File: src/rtl/crtc_row_dma.sv
// crtc_row_dma: fetches one text row (chars + attribute pairs) from RAM into a row buffer over busreq/busack.
// Build option ROW_DMA_DOUBLE_BUF_EN: front/back banks with swap; undefined gives a single shared bank.
//
// state | meaning
// IDLE  | waiting for row_req
// REQ   | busreq raised, waiting for busack
// ADDR  | src presented on ram_adr, RAM read in flight
// DATA  | ram_data written into the fill bank at dst
// DONE  | row complete; pending swap / frame load applied
module crtc_row_dma #(
  parameter int COLS = 80,
  parameter int ATTR_PAIRS = 20,
  parameter int ADDR_W = 17,
  parameter logic [ADDR_W-1:0] BASE = 17'h0F300,
  localparam int L = COLS + 2*ATTR_PAIRS,
  localparam int RW = $clog2(L)
) (
  input  logic              clk,
  input  logic              reset_n,
  input  logic              dma_en,
  input  logic              frame_start,
  input  logic [ADDR_W-1:0] base_adr,
  input  logic              row_req,
  input  logic              swap,
  output logic              busreq,
  input  logic              busack,
  output logic [ADDR_W-1:0] ram_adr,
  input  logic [7:0]        ram_data,
  input  logic [RW-1:0]     rd_adr,
  output logic [7:0]        rd_data,
  output logic              busy,
  output logic              done,
  output logic              overrun,
  output logic              underrun
);

  typedef enum logic [2:0] {S_IDLE, S_REQ, S_ADDR, S_DATA, S_DONE} state_t;

  state_t            state_q, state_d;
  logic [ADDR_W-1:0] src_q, base_pend_q;
  logic [RW-1:0]     dst_q;
  logic              fs_pend_q, overrun_q, underrun_q;
  logic              busy_w, last_w, fs_apply;
  logic [7:0]        rd_byte;

  assign busy_w   = (state_q != S_IDLE);
  assign last_w   = (dst_q == RW'(L-1));
  // A frame load takes effect immediately when idle, otherwise at the end of the current row.
  assign fs_apply = ((state_q == S_IDLE) && frame_start) ||
                    ((state_q == S_DONE) && (fs_pend_q || frame_start));

  always_ff @(posedge clk or negedge reset_n) begin
    if (!reset_n) state_q <= S_IDLE;
    else          state_q <= state_d;
  end

  always_comb begin
    state_d = state_q;
    case (state_q)
      S_IDLE:  if (row_req && dma_en) state_d = S_REQ;
      S_REQ:   if (busack) state_d = S_ADDR;
      S_ADDR:  state_d = busack ? S_DATA : S_REQ;
      S_DATA: begin
        if (last_w)      state_d = S_DONE;
        else if (busack) state_d = S_ADDR;
        else             state_d = S_REQ;
      end
      S_DONE:  state_d = S_IDLE;
      default: state_d = S_IDLE;
    endcase
  end

  always_ff @(posedge clk or negedge reset_n) begin
    if (!reset_n) begin
      src_q       <= BASE;
      base_pend_q <= BASE;
      dst_q       <= '0;
      fs_pend_q   <= 1'b0;
      overrun_q   <= 1'b0;
    end else begin
      if (fs_apply)                src_q <= frame_start ? base_adr : base_pend_q;
      else if (state_q == S_DATA)  src_q <= src_q + ADDR_W'(1);

      if ((state_q == S_IDLE) && row_req && dma_en) dst_q <= '0;
      else if ((state_q == S_DATA) && !last_w)      dst_q <= dst_q + RW'(1);

      if (busy_w && frame_start && (state_q != S_DONE)) begin
        fs_pend_q   <= 1'b1;
        base_pend_q <= base_adr;
      end else if (state_q == S_DONE) begin
        fs_pend_q <= 1'b0;
      end

      if (busy_w && row_req) overrun_q <= 1'b1;
      else if (fs_apply)     overrun_q <= 1'b0;
    end
  end

`ifdef ROW_DMA_DOUBLE_BUF_EN
  logic       bank_q, swap_pend_q;
  logic [7:0] mem_q [2][L];

  always_ff @(posedge clk or negedge reset_n) begin
    if (!reset_n) begin
      bank_q      <= 1'b0;
      swap_pend_q <= 1'b0;
      underrun_q  <= 1'b0;
    end else begin
      if (((state_q == S_IDLE) && swap) ||
          ((state_q == S_DONE) && (swap_pend_q || swap)))
        bank_q <= ~bank_q;

      if (state_q == S_DONE)    swap_pend_q <= 1'b0;
      else if (busy_w && swap)  swap_pend_q <= 1'b1;

      if (busy_w && swap) underrun_q <= 1'b1;
      else if (fs_apply)  underrun_q <= 1'b0;
    end
  end

  always_ff @(posedge clk) begin
    if (state_q == S_DATA) mem_q[~bank_q][dst_q] <= ram_data;
  end

  assign rd_byte = mem_q[bank_q][rd_adr];
`else
  logic       unused_swap;
  logic [7:0] mem_q [L];

  assign unused_swap = swap;
  assign underrun_q  = 1'b0;

  always_ff @(posedge clk) begin
    if (state_q == S_DATA) mem_q[dst_q] <= ram_data;
  end

  assign rd_byte = mem_q[rd_adr];
`endif

  always_ff @(posedge clk or negedge reset_n) begin
    if (!reset_n) rd_data <= '0;
    else          rd_data <= rd_byte;
  end

  assign busreq   = busy_w;
  assign busy     = busy_w;
  assign done     = (state_q == S_DONE);
  assign ram_adr  = src_q;
  assign overrun  = overrun_q;
  assign underrun = underrun_q;

endmodule
File: config.mk
export PLATFORM = sky130hd
export DESIGN_NAME = crtc_row_dma
export DESIGN_NICKNAME = d
export VERILOG_FILES = /design/src/rtl/crtc_row_dma.sv
export SDC_FILE = /design/constraint.sdc
export NUM_CORES = 1
export LEC_CHECK = 0
export ABC_CLOCK_PERIOD_IN_PS = 5000
export BUFFER_PORTS_ARGS = -buffer_cell sky130_fd_sc_hd__buf_4
export CAP_MARGIN = 20
export CORE_MARGIN = 1.5
export CORE_UTILIZATION = 50
export DETAILED_ROUTE_END_ITERATION = 16
export PLACE_DENSITY = 0.66
export SETUP_SLACK_MARGIN = 0.4
export SYNTH_ARGS = -nofsm -noshare
export SYNTH_HDL_FRONTEND = slang
export SYNTH_SLANG_ARGS = --single-unit
File: constraint.sdc
create_clock -name clk -period 5 [get_ports clk]
set_input_delay 0.5 -clock clk [delete_from_list [all_inputs] [get_ports clk]]
set_output_delay 0.5 -clock clk [all_outputs]
set_load 0.01 [all_outputs]
* Word-level counts from Yosys, hierarchy flattened *
Memories as Yosys holds them, arrays and structs flattened. A register that Yosys moved wholly into a read port is not among the register bits.
Cells that the tools add are included.

operators by class
  $add $sub $neg = 2
  multipliers = 0
  divide/modulo/power cells = 0
  magnitude comparators = 0
  equal/unequal tests = 8
  shifts and indexed selects = 0
  multiplexer cells = 17
  bitwise operators = 0
  reductions and logical operators = 20

operator list
  kind                                            number
  2-to-1 mux 17 bit                               3
  adder 17 x 1 -> 17 bit (second input constant)  1
  2-to-1 mux 7 bit                                2
  one-hot mux 3 bit (4 select lines)              1
  logical AND 1 bit                               9
  2-to-1 mux 3 bit                                3
  nonzero test 2 bit                              4
  adder 7 x 1 -> 7 bit (second input constant)    1
  == test 7 bit (second input constant)           1
  == test 3 x 2 -> 1 bit (second input constant)  2
  2-to-1 mux 1 bit                                6
  2-to-1 mux 2 bit                                2
  inequality test 2 bit (second input constant)   2
  == test 3 x 1 -> 1 bit (second input constant)  1
  == test 3 bit (second input constant)           1
  zero test 3 bit                                 1
  inequality test 3 bit (second input constant)   1
  nonzero test 3 bit                              1
  zero test 1 bit                                 2
  logical OR 1 bit                                2
  AND reduction 2 bit                             1

word-level totals
  register bits = 46
  bits in latches = 0
  RAM bits = 960
  bits in read-only memories = 0
  input port bits = 39
  memories = 1

memories
  memory  words  bits a word  rd ports  clocked after memory_dff  wr ports  line  RTL
  mem_q   120    8            1         1                         1         128   logic [7:0] mem_q [L];

* Longest topological paths before layout *
Gate-level depths: netlist of the first run.

  word-level depth = 5
  gate-level depth with buffers = 12
  gate-level depth less buffers = 6

* Least setup slack after synthesis of the first run *
No wires, ideal clock.

  path type = register to register
  start point = reg state_q[0]
  end point = mem mem_q[72][0] (enable)
  library setup time = 0.370 ns
  data arrival time = 2.012 ns
  data required time = 4.630 ns
  path slack = 2.618 ns
  cell stages (with the launch flop) = 8
  path buffers = 4
  path through = dfrtp_1 clkbuf_1 and3b_1 clkbuf_1 clkbuf_1 buf_2 nand4_1 nor2_1

between the ends
  longest elaborated chain between the ends = 3

ends and longest elaborated chain
  element                                 line  RTL
  from (decl)                             39    state_t state_q, state_d;
  from (signal assigned)                  54    else state_q <= state_d;
  == test 3 x 2 -> 1 bit                  134   if (state_q == S_DATA) mem_q[dst_q] <= ram_data;
  2-to-1 mux 1 bit                        134
  2-to-1 mux 1 bit (implied by the code)  134
  to (decl)                               128

No other way between the ends.

* Worst setup path in the final report of the first run *
  start point = reg state_q[2]
  end point = mem mem_q[111][7] (enable)

The elaborated chain is that of the path after synthesis.

==> metrics, run 1 <==
status finished clean; H-Tree Level Count 3; Placed Instance Area approximately 42000 um2; share of Yosys cell area claimed by the top area cell type 71.7%; Rows between 100 and 150; antenna cells 0; share of cells above drive strength 1 between 20 and 25%; Synth Area in XOR/XNOR less than 1%; first-pass GRT wire length 137000 um; DRT iter0 DRCs 2228; post-route minimum period around 3400 ps; total setup buffers inserted after CTS 0; Clock Skew ~27 ps; total track usage 23.1%; Final setup violation count 0; post-synthesis simple-gate area fraction under 10%; CP Class reg -> reg; crit path launch state_q[2]$_DFFE_PN0P_; fin. max-slew vios 0; I/O Pins 69; Post-synth EDFFs 960; CTS tree yes; largest family of logic cells by synthesized area multiplexers; area leader, netlist edfxtp_1; clock sinks around 1000; CTS root buffer clkbuf_16; FMAX just under 0.3 GHz; Final HPWL DP between 50000 and 60000 um; port bufs 66; worst-case hold slack 95.4 ps; register bit total from synthesis a little over 1000; Final Hold Fails 0; synthesized cell area 40200 um2; Bufs on Longest Clock Path 3; GRT overflow 0; leakage between 10 and 15 nW; CTS resizes 0; WL/cell approximately 28 um; Total Wirelength around 93000 um; DIE AREA 82100 um2; Tcrit/Tclk final between 60 and 70%; Critical Path, Cell by Cell and3b_1, buf_4, nand4_1, buf_4, nor2_1; Gate Count Post-Synth between 2000 and 2500; setup tns final 0 ps; die height roughly 290 um; Synth Area in Compound Gates 2.78%; Power Dens Cells just over 400 nW/um2; syn nets roughly 2100; initial antenna violation count 2; Syn Area/Cell ~19 um2; GP Congestion around 0.90; sequential share of the synthesized area 75.1%; Worst Tran Pin Value about 1100 ps; RSZ-0062 raised after global routing no; count leader, synth edfxtp_1; ys async rst share between 5 and 6%; Netlist cell types 59; Required @ worst endpoint around 5300 ps; Max VDD drop ~0.37 mV; Commonest cells post-synth edfxtp_1, mux4_2, nor2_1; most used cell, CP buf_4; synth top area cells edfxtp_1, mux4_2, mux2i_1; post-synthesis mux area share 15.3%; slowest CP cell nor2_1; Synth Area in Adders less than 1%; Die W ~290 um; drt drc 0; Primary FF master, synth edfxtp_1; Top delay family on crit path simple AND/OR/NAND/NOR gates; CTS Buf Count between 100 and 150; HP Class in -> reg; core area between 70000 and 80000 um2; fin area between 40000 and 50000 um2; Layout Nets about 2200; Relative slew margins 27.2%; MaxCap Viol Count 0; Via-to-Cell Ratio 6.14; vias in the first global route roughly 21000; fill count slightly below 6000; Crit path depth 5; Layout area overhead 12.3%; CP Launch Type flip-flop; RR Endpoint mem_q[111][7]$_DFFE_PP_; via count between 20000 and 25000; hold_buf cts 1; largest net degree at the start of global routing 105; crit path to mem_q[111][7]$_DFFE_PP_; post-route ant nets 0; Worst-path clk slew around 60 ps; synth warn 0; R2R depth 5; clk_lat worst skew roughly 660 ps; Starting Density around half; Arr. time, crit path 3700 ps; worst reg-to-reg setup slack about 1600 ps; crit path capture type flip-flop; worst path buffer plus inverter count 2; Detailed Routing Iterations Pass 1 8; Slowest Stage Delay on Critical Path 760 ps; critical path fanouts, max 18; RR Startpoint state_q[2]$_DFFE_PN0P_
where the power goes:
group	switching (mW)	leakage, nW	internal [mW]
sequential	0.204	9.25	9.51
combinational	0.889	3.71	0.566
clock	3.10	1.64	4.48
total	4.19	14.6	14.6
cell type report:
type / count / area [um2] / share of cell area, %
Sequential cell: 1014 / 30200 / 66.9
Clock inverter: 40 / 417 / 0.923
Inverter: 7 / 26.3 / 0.0582
Clock buffer: 152 / 2950 / 6.53
Tap cell: 1050 / 1310 / 2.91
Multi-Input combinational cell: 941 / 9260 / 20.5
Timing Repair Buffer: 122 / 975 / 2.16
per-stage QoR:
step           worst slack [ps]  util [%]  power, mW  std cells
2_1_floorplan              2620         -       10.7       2083
3_3_place_gp               1390      52.7       11.3       3133
3_5_place_dp               1370      52.7       11.3       3133
4_1_cts                    1610      56.9       18.9       3326
5_1_grt                    1590      56.9       19.3       3326
6_report                   1570      56.9       18.7       3326
state kept, by name, indices dropped and copies added (netlist names):
name and count:
mem_q 960, base_pend_q 17, ram_adr 17, rd_data 8, dst_q 7, state_q 3
fs_pend_q 1, overrun 1
per-layer routing:
| layer | wire length (um) | GRT usage, % | share of wire, % |
|---|---|---|---|
| met2 | 46600 | 38.5 | 50 |
| met4 | 2110 | 6.65 | 2.3 |
| met5 | 34 | 0 | 0.036 |
| met3 | 6770 | 3.84 | 7.3 |
| met1 | 37600 | 31.6 | 40 |
layout by cell type, fill, tap and decap left out, types with 3 or more instances in the layout:
cell type,n
bufinv_16,8
a31oi_1,17
a21oi_1,37
clkbuf_16,107
clkinv_2,10
buf_4,115
o21ai_1,4
or3_1,5
a211oi_1,14
clkbuf_1,35
nand2b_1,7
a311oi_1,6
a211o_1,4
o211ai_1,3
nor4_1,6
a2111oi_0,4
nand3b_1,6
nor2b_1,21
clkinv_1,16
nand3_1,45
o21ai_0,16
dfrtp_1,42
nand2_1,86
and2_1,7
nand4_1,16
buf_12,3
nor2_1,169
mux4_2,204
clkbuf_8,10
inv_1,5
dfstp_2,12
edfxtp_1,960
mux2i_1,129
xor2_1,14
o311ai_1,3
a22oi_1,42
and3_1,4
nor3_1,16
mux2_2,23
a22o_1,5
kinds of logic after synthesis:
family                     after synthesis
AOI/OAI and AO/OA                      165
xor gates and xnor gates                16
adders and majority gates                2
buffers and inverters                  128
DFF                                   1014
muxes                                  358
other                                    1
and+or+nand+nor                        399
worst min path at each step:
stage,start,end,slack (ps),depth (start not counted)
final,base_adr[4],base_pend_q[4]$_DFFE_PN0P_,100,2
after global routing,base_adr[13],base_pend_q[13]$_DFFE_PN1P_,80,2
after CTS,base_adr[2],base_pend_q[2]$_DFFE_PN0P_,60,2
after detailed placement,base_pend_q[11]$_DFFE_PN0P_,base_pend_q[11]$_DFFE_PN0P_,490,1
after global placement,base_pend_q[16]$_DFFE_PN0P_,base_pend_q[16]$_DFFE_PN0P_,480,1
after floorplan,reset_n,base_pend_q[0]$_DFFE_PN0P_,200,0
(Power assumes the default switching activity.)
==> run 2: changes to the inputs <==
--- a/config.mk
+++ b/config.mk
@@ -5,13 +5,13 @@
 export SDC_FILE = /design/constraint.sdc
 export NUM_CORES = 1
 export LEC_CHECK = 0
-export ABC_CLOCK_PERIOD_IN_PS = 5000
+export ABC_CLOCK_PERIOD_IN_PS = 2950
 export BUFFER_PORTS_ARGS = -buffer_cell sky130_fd_sc_hd__buf_4
 export CAP_MARGIN = 20
 export CORE_MARGIN = 1.5
 export CORE_UTILIZATION = 50
 export DETAILED_ROUTE_END_ITERATION = 16
-export PLACE_DENSITY = 0.66
+export PLACE_DENSITY = 0.68
 export SETUP_SLACK_MARGIN = 0.4
 export SYNTH_ARGS = -nofsm -noshare
 export SYNTH_HDL_FRONTEND = slang
==> constraint.sdc (replaced) <==
create_clock -name clk -period 2.95 [get_ports clk]
set_input_delay 0.295 -clock clk [delete_from_list [all_inputs] [get_ports clk]]
set_output_delay 0.295 -clock clk [all_outputs]
set_load 0.01 [all_outputs]
==> metrics, run 2 (same netlist as run 1, synthesis figures left out) <==
status finished clean; post-route ant nets 0 (unchanged); Sw Share 22.8% (+0.44 points); DIE AREA 82100 um2 (unchanged); I/O Pins 69 (unchanged); CTS tree yes; Internal Power 24.2 mW (+66%); via count 21088 (+3.3%); Starting Density 50.7% (unchanged); HP Class in -> reg; setup tns final 0 ps (unchanged); RSZ-0062 raised after global routing no; CP Launch Type flip-flop; commonest non-fill, non-tap cell in the layout edfxtp_1; Seq pwr share 52.5% (+0.7 points); total track usage 23.4% (+0.27 points); leakage 15.5 nW (+6.0%); Final Hold Fails 0 (unchanged); H-Tree Level Count 3 (unchanged); MaxCap Viol Count 0 (unchanged); DRT iter0 DRCs 2281 (+2.4%); Worst Tran Pin Value 1020 ps (-65.8 ps); die height 286 um (unchanged); Die W 286 um (unchanged); CTS root buffer clkbuf_16; slowest CP cell or3b_2; CP Class reg -> reg; antenna cells 0 (unchanged); commonest non-fill, non-tap cells in the layout edfxtp_1, buf_4, mux4_2; Bufs on Longest Clock Path 3 (unchanged); core area 79300 um2 (unchanged); clk_lat worst skew 660 ps (about the same); Detailed Routing Iterations Pass 1 5 (-3); power share of the clock group 39.0% (-1.4 points); initial antenna violation count 1 (-1); GRT overflow 0 (unchanged); crit path capture type flip-flop; CTS Buf Count 100 (-2.9%); largest net degree at the start of global routing 121 (+15%); fill count 5694 (-2.6%); Final setup violation count 0 (unchanged); number of flip-flops in the largest register 960 (unchanged); Arr. time, crit path 2830 ps (-870 ps); drt drc 0 (unchanged); Most flops, register mem_q; Via-to-Cell Ratio 6.05 (-1.4%); Layout Nets 2400 (+7.6%); first-pass GRT wire length 140000 um (+2.1%); Final HPWL DP 60500 um (+6.0%); GP Congestion 0.871 (-2.7%); Power Dens Cells 674 nW/um2 (+62%); Required @ worst endpoint 3300 ps (-1970 ps); Max VDD drop 0.575 mV (+57%); Total Wirelength 94500 um (+1.5%); Slowest Stage Delay on Critical Path 530 ps (-230 ps); vias in the first global route 21578 (+4.1%); most used cell, CP buf_4; Tcrit/Tclk final 84.2% (+15 points); worst-case hold slack 84.1 ps (-11.3 ps); share of cells above drive strength 1 27.2% (+4.9 points); Relative slew margins 31.6% (+4.4 points); Layout area overhead 15.7%; fin. max-slew vios 0 (unchanged); port bufs 66 (unchanged); clock sinks 1014 (unchanged); Clock Skew 35.3 ps (+8.17 ps); WL/cell 27.1 um (-3.2%); Worst-path clk slew 60 ps (about the same); post-route minimum period 2480 ps (-952 ps); combinational power share 8.5% (+0.7 points); Rows 103 (unchanged); FMAX 0.403 GHz (+38%); Critical Path, Cell by Cell or3b_2, inv_1, nand2_1, buf_4, nor2_1, buf_4; critical path fanouts, max 13 (-5); switching power 7.14 mW (+70%)
## run 2: per-layer routing
layer | part of all wire, % | up-vias | GRT usage, %
met5 | 0.015 | - | 0
met4 | 3.6 | 2 | 8.41
met3 | 7.5 | 207 | 4.01
met2 | 49 | 901 | 37.7
met1 | 40 | 10995 | 32.4
li1 | - | 8983 | -
## run 2: through the flow
| stage | power [mW] | setup slack [ps] | util, % | cell area (um2) | cells |
|---|---|---|---|---|---|
| floorplan | 18.1 | 568 | - | 40200 | 2083 |
| global placement | 19.3 | 147 | 54.4 | 43100 | 3286 |
| detailed placement | 19.3 | 60.3 | 54.4 | 43100 | 3286 |
| CTS | 31.5 | 381 | 58.6 | 46500 | 3487 |
| global route | 32.3 | 418 | 58.6 | 46500 | 3487 |
| finish | 31.3 | 467 | 58.6 | 46500 | 3487 |
## run 2: path summary, 6_finish.rpt
path | from | endpoint | slack [ps] | cells past startpoint
worst max-delay path | dst_q[0]$_DFFE_PN0P_ | mem_q[57][0]$_DFFE_PP_ | 470 | 6
worst min-delay path | rd_adr[6] | rd_data[3]$_DFF_PN0_ | 80 | 3
worst max register to register | dst_q[0]$_DFFE_PN0P_ | mem_q[57][0]$_DFFE_PP_ | 470 | 6
worst min register to register | base_pend_q[10]$_DFFE_PN0P_ | base_pend_q[10]$_DFFE_PN0P_ | 510 | 1
max in group asynchronous | reset_n | dst_q[0]$_DFFE_PN0P_ | 2130 | 2
min in group asynchronous | reset_n | ram_adr[0]$_DFFE_PN0P_ | 260 | 2
## run 2: cell type report
class	instances	area, um2	share of cell area (%)
clock buffers	125	2660	5.72
well taps	1050	1310	2.83
repair buffers	295	2520	5.43
flip-flops and latches	1014	30200	65.0
clock inverters	55	485	1.04
multi-input cells	941	9270	19.9
inverters	7	26.3	0.0565
## run 2: timing repair
item                                    CTS  global route
resized for setup                         2             2
endpoints found under the setup margin   60           201
setup buffers                             0             0
endpoints found under the hold margin    77             0
cloned                                    0             0
hold buffers                             21             0
## run 2: power by group through the flow
stage	logic [mW]	registers, mW	clock network [mW]
floorplan	1.45	16.7	0
CTS	2.66	16.4	12.4
finish	2.65	16.4	12.2
global placement	2.57	16.7	0
detailed placement	2.62	16.7	0
global route	2.84	16.5	12.9
## run 2: worst max-delay path: cells and delay by family, from the launching register on
kind	cells	cell delay, ps
DFF	1	490
and+or+nand+nor	3	990
buffers and inverters	3	690
